===== src/rtl/uart_pkg.sv =====
// rtl/uart_pkg.sv - shared 8N1 frame constants and receiver state encoding for the UART blocks.
package uart_pkg;

    localparam int unsigned UART_DATA_BITS = 8;
    localparam int unsigned UART_STOP_BITS = 1;

    typedef enum logic [2:0] {
        IDLE         = 3'd0,
        RX_START_BIT = 3'd1,
        RX_DATA_BITS = 3'd2,
        RX_STOP_BIT  = 3'd3,
        CLEANUP      = 3'd4,
        WAIT_IDLE    = 3'd5
    } uart_rx_state_e;

    // Offset of the mid-bit sample point inside the start bit.
    function automatic logic [15:0] uart_half_bit(input int unsigned clks_per_bit);
        return 16'((clks_per_bit - 1) / 2);
    endfunction

endpackage


===== src/rtl/sync_2ff.sv =====
// rtl/sync_2ff.sv - two-flop single-bit synchronizer with a configurable reset value.
module sync_2ff #(
    parameter logic RESET_VAL = 1'b1
) (
    input  logic i_Clock,
    input  logic i_Rst_n,
    input  logic i_D,
    output logic o_Q
);

    logic meta_q;
    logic sync_q;

    always_ff @(posedge i_Clock or negedge i_Rst_n) begin
        if (!i_Rst_n) begin
            meta_q <= RESET_VAL;
            sync_q <= RESET_VAL;
        end else begin
            meta_q <= i_D;
            sync_q <= meta_q;
        end
    end

    assign o_Q = sync_q;

endmodule


===== src/rtl/uart_rx.sv =====
// rtl/uart_rx.sv - 8N1 UART receiver: mid-bit sampling FSM with framing-error detection.
module uart_rx
    import uart_pkg::*;
#(
    parameter int unsigned CLKS_PER_BIT = 10416
) (
    input  logic       i_Clock,
    input  logic       i_Rst_n,
    input  logic       i_Rx_Serial,
    output logic       o_Rx_DV,
    output logic [7:0] o_Rx_Byte,
    output logic       o_Rx_Active,
    output logic       o_Frame_Err
);

    localparam logic [15:0] HALF     = uart_half_bit(CLKS_PER_BIT);
    localparam logic [15:0] LAST_CLK = 16'(CLKS_PER_BIT - 1);
    localparam logic [2:0]  LAST_IDX = 3'(UART_DATA_BITS - 1);

    logic           r_Rx;
    uart_rx_state_e state_q;
    logic [15:0]    clk_cnt_q;
    logic [2:0]     bit_idx_q;
    logic [7:0]     shift_q;
    logic [7:0]     rx_byte_q;
    logic           rx_dv_q;
    logic           frame_err_q;
    logic           rx_active_q;

    sync_2ff #(
        .RESET_VAL(1'b1)
    ) u_sync (
        .i_Clock(i_Clock),
        .i_Rst_n(i_Rst_n),
        .i_D    (i_Rx_Serial),
        .o_Q    (r_Rx)
    );

    always_ff @(posedge i_Clock or negedge i_Rst_n) begin
        if (!i_Rst_n) begin
            state_q     <= IDLE;
            clk_cnt_q   <= 16'd0;
            bit_idx_q   <= 3'd0;
            shift_q     <= 8'h00;
            rx_byte_q   <= 8'h00;
            rx_dv_q     <= 1'b0;
            frame_err_q <= 1'b0;
            rx_active_q <= 1'b0;
        end else begin
            rx_dv_q     <= 1'b0;
            frame_err_q <= 1'b0;
            case (state_q)
                IDLE: begin
                    clk_cnt_q <= 16'd0;
                    bit_idx_q <= 3'd0;
                    if (!r_Rx) begin
                        state_q <= RX_START_BIT;
                    end
                end
                // A low that does not survive to mid-start is treated as line noise.
                RX_START_BIT: begin
                    if (clk_cnt_q == HALF) begin
                        clk_cnt_q <= 16'd0;
                        if (!r_Rx) begin
                            rx_active_q <= 1'b1;
                            state_q     <= RX_DATA_BITS;
                        end else begin
                            state_q <= IDLE;
                        end
                    end else begin
                        clk_cnt_q <= clk_cnt_q + 16'd1;
                    end
                end
                RX_DATA_BITS: begin
                    if (clk_cnt_q == LAST_CLK) begin
                        clk_cnt_q          <= 16'd0;
                        shift_q[bit_idx_q] <= r_Rx;
                        if (bit_idx_q == LAST_IDX) begin
                            bit_idx_q <= 3'd0;
                            state_q   <= RX_STOP_BIT;
                        end else begin
                            bit_idx_q <= bit_idx_q + 3'd1;
                        end
                    end else begin
                        clk_cnt_q <= clk_cnt_q + 16'd1;
                    end
                end
                RX_STOP_BIT: begin
                    if (clk_cnt_q == LAST_CLK) begin
                        clk_cnt_q <= 16'd0;
                        if (r_Rx) begin
                            rx_byte_q <= shift_q;
                            rx_dv_q   <= 1'b1;
                            state_q   <= CLEANUP;
                        end else begin
                            frame_err_q <= 1'b1;
                            state_q     <= WAIT_IDLE;
                        end
                    end else begin
                        clk_cnt_q <= clk_cnt_q + 16'd1;
                    end
                end
                CLEANUP: begin
                    rx_active_q <= 1'b0;
                    state_q     <= IDLE;
                end
                // A break holds the line low; the next start edge is only meaningful after it rises.
                WAIT_IDLE: begin
                    if (r_Rx) begin
                        rx_active_q <= 1'b0;
                        state_q     <= IDLE;
                    end
                end
                default: begin
                    state_q <= IDLE;
                end
            endcase
        end
    end

    assign o_Rx_DV     = rx_dv_q;
    assign o_Rx_Byte   = rx_byte_q;
    assign o_Rx_Active = rx_active_q;
    assign o_Frame_Err = frame_err_q;

endmodule


===== config.mk =====
export PLATFORM = sky130hd
export DESIGN_NAME = uart_rx
export DESIGN_NICKNAME = d
export VERILOG_FILES = /design/src/rtl/uart_pkg.sv /design/src/rtl/sync_2ff.sv /design/src/rtl/uart_rx.sv
export SDC_FILE = /design/constraint.sdc
export NUM_CORES = 1
export LEC_CHECK = 0
export BUFFER_PORTS_ARGS = -buffer_cell sky130_fd_sc_hd__buf_4
export CAP_MARGIN = 15
export CORE_UTILIZATION = 45
export DETAILED_ROUTE_END_ITERATION = 8
export GPL_TIMING_DRIVEN = 0
export PLACE_DENSITY_LB_ADDON = 0.15
export RECOVER_POWER = 50
export SETUP_SLACK_MARGIN = 0.4
export SLEW_MARGIN = 20
export SYNTH_ARGS = -nofsm -noshare
export SYNTH_HDL_FRONTEND = slang
export SYNTH_SLANG_ARGS = --single-unit

===== constraint.sdc =====
create_clock -name i_Clock -period 4.1 [get_ports i_Clock]
set_clock_uncertainty 0.1 [all_clocks]
set_input_delay 1.025 -clock i_Clock [delete_from_list [all_inputs] [get_ports i_Clock]]
set_output_delay 1.025 -clock i_Clock [all_outputs]
set_load 0.02 [all_outputs]

==> results.yml <==
critical_path:
  max_stage_delay_ns: 1.56
  path_cells: "clkbuf_1"
  cp.arrival_ns: 2.61
  cp-start-kind: "primary input"
  cp_num_cells: 1
  cp_num_buf_inv: 1
  cp_top_family: "buffers and inverters"
  crit_slowest_cell: "clkbuf_1"
  critPathRequiredTime_ns: 3.96
  crit_path_max_fanout: 43
  r2r_cells: 6
  endpoint_kind: "asynchronous set/reset pin"
  criticalPathCategory: "primary input to asynchronous set/reset pin"
route:
  ant_nets: 0
  wl_per_cell_um: 15.4
  drc_errors: 0
  vias_per_cell: 5.62
  wl_met2_mm: 2.07
  wl_met3_um: 173
  drtIter0Drc: 148
  wl_mm: 4.63
  top_layer: "met4"
  num_vias: 1692
  first_pass_iters: 4
  drt-met1-wl_mm: 2.33
yosys:
  synth_simple_gate_area_share_pct: 22.4
  synth_top_area_share_pct: 45.2
  synth-seq-area-share_pct: 47.5
  synthAdderAreaFrac_pct: 1.65
  synth_top_family_by_area: "simple AND/OR/NAND/NOR gates"
  synth_area_leader_cell: "dfrtp_1"
  synth_area_per_cell_um2: 10.7
  synth-xor-area-share_pct: 0.386
  synth_seq_cells: 43
  yosysMostFrequentCell: "dfrtp_1"
  synth_edf_count: 0
  yosysWarningCount: 0
  synth_flop_cell: "dfrtp_1"
  netlist_top_cells_count: "dfrtp_1 (41), nand2_1 (17), nor2_1 (13), nand3_1 (12), o21ai_0 (10)"
  synth-compound-area-share_pct: 12.7
  synth_cell_types: 55
  synth_mux_area_share_pct: 11.0
  syn_inst: 213
  synthesis.nets: 219
  syn_area_um2: 2270
  postSynth.asyncResetShare_pct: 100
  synth_area_leaders: "dfrtp_1 (45%), mux2_4 (5.3%), mux2_2 (3.5%)"
clocking:
  cts_hold_buf: 0
  post-cts-setup-buffers: 0
  numCtsBuffers: 5
  cts_tree: "built"
  clock_path_buffers: 2
  ctsResizeCount: 0
  clkSinkCount: 43
  h-tree-depth: 2
  path_clk_slew_ns: 0.08
  clk_latency_ns: 0.30
  ctsRootBufferMaster: "clkbuf_8"
min_path:
  hold_path_depth: 0
  hold_class: "flop to flop"
sta:
  tightest_slew_ns: 2.23
  rsz0062_at_grt: "no"
  finalSetupViolCount: 0
  fin_crit_ns: 2.75
  tns_ns: 0
  drv_slew: 44
  fmax_ghz: 0.363
  worst_slack_ns: 1.35
  fin_crit_sh_pct: 67.1
  relSlewSlack_pct: -48.7
  finalHoldViolCount: 0
die:
  die-height_um: 73.0
  num_io_pins: 14
  std_cell_rows: 25
  fp.dieW_um: 73.0
  initial_utilization_pct: 47.5
  core_area_um2: 4790
  die_area_um2: 5330
final_layout:
  areaGrowthSynthToFinish_pct: 11.4
  fillers: 463
  ff_latch_area_um2: 1080
  multi_input_area_um2: 1090
  fin_nets: 239
  diodes: 0
  drive_above_1_share_pct: 22.2
global_route:
  grt_max_degree: 44
  grt_pass1_vias: 1582
  grtUsageTotal_pct: 20.0
  gr-total-overflow: 0
  grt_antenna_before_repair: 0
  grt_pass1_wl_mm: 8.11
power_and_ir_drop:
  p_leak_nw: 1.14
  vdd_drop_max_mv: 0.160
  power_density_nw_per_um2: 280
place:
  numPortBuffers: 13
  post-place-ws_ns: 1.54
  gp_congestion: 0.873
  hpwl_mm: 3.25
job:
  maxCapViolations: 1
run_status:
  outcome: "complete, but fails checks"
  violations: "max-capacitance violations, max-slew violations"
==> state kept, by name, indices dropped and copies added (netlist names) <==
register,cells
shift_q,8
o_Frame_Err,1
clk_cnt_q,16
state_q,3
bit_idx_q,3
o_Rx_DV,1
u_sync.o_Q,1
u_sync.meta_q,1
o_Rx_Active,1
o_Rx_Byte,8
==> power breakdown <==
| part | switching [mW] | internal, mW |
|---|---|---|
| logic | 0.00984 | 0.00156 |
| registers | 0.000682 | 0.425 |
| clock network | 0.152 | 0.119 |
==> through the flow <==
stage / area [um2] / hold slack (ns) / power [mW] / instances / utilization [%]
finish: 2530 / 0.261 / 0.708 / 301 / 52.9
global route: 2530 / 0.269 / 0.738 / 301 / 52.9
CTS: 2540 / 0.263 / 0.722 / 301 / 53.1
detailed placement: 2450 / 0.250 / 0.448 / 293 / 51.2
global placement: 2450 / 0.246 / 0.447 / 293 / 51.2
floorplan: 2270 / 0.245 / 0.437 / 213 / -
==> logic make-up (layout without fill, tap and decap cells) <==
kind of cell | after synthesis | in the layout
buffers and inverters | 17 | 38
AO/OA/AOI/OAI | 43 | 43
multiplexers | 20 | 20
AND/OR/NAND/NOR | 86 | 86
XOR/XNOR | 1 | 1
adder cells (fa/ha/maj) | 3 | 3
flip-flops | 43 | 43
==> layout by cell type, fill, tap and decap left out, types with 4 or more instances in the layout <==
cell      instances
or3_1             4
nand3_1          12
a21oi_1           9
buf_4            10
a22o_1            5
a31oi_1           5
o21ai_0          10
dfrtp_1          41
clkbuf_1          8
nand2_1          17
clkbuf_8          5
mux2i_1           4
mux2_4            8
nor3_1            5
inv_1             4
mux2_2            7
nand4_1           4
nand4b_1          5
nor2_1           13
==> worst paths after layout <==
| kind | from | end | slack [ns] |
|---|---|---|---|
| max | i_Rst_n | clk_cnt_q[8] | 1.35 |
| max reg2reg | clk_cnt_q[9] | shift_q[0] | 1.54 |
| max in group i_Clock | clk_cnt_q[9] | shift_q[0] | 1.54 |
| min reg2reg | u_sync.meta_q | u_sync.o_Q | 0.26 |
| min in group asynchronous | i_Rst_n | clk_cnt_q[14] | 1.27 |
| min | u_sync.meta_q | u_sync.o_Q | 0.26 |
==> area by class of cell <==
class | count | share of cell area [%]
clock inverter | 3 | 0.791
sequential | 43 | 42.6
clock buffer | 5 | 2.72
multi-input combinational | 153 | 43.2
timing repair buffer | 13 | 3.41
buffer | 12 | 3.21
inverter | 5 | 0.742
tap | 67 | 3.31
==> per-layer routing <==
layer,track usage (%),vias to the layer above
li1,-,823
met1,30.2,831
met2,28.3,33
met3,4.14,5
met4,6.54,0
met5,0,-
(Power assumes the default switching activity.)
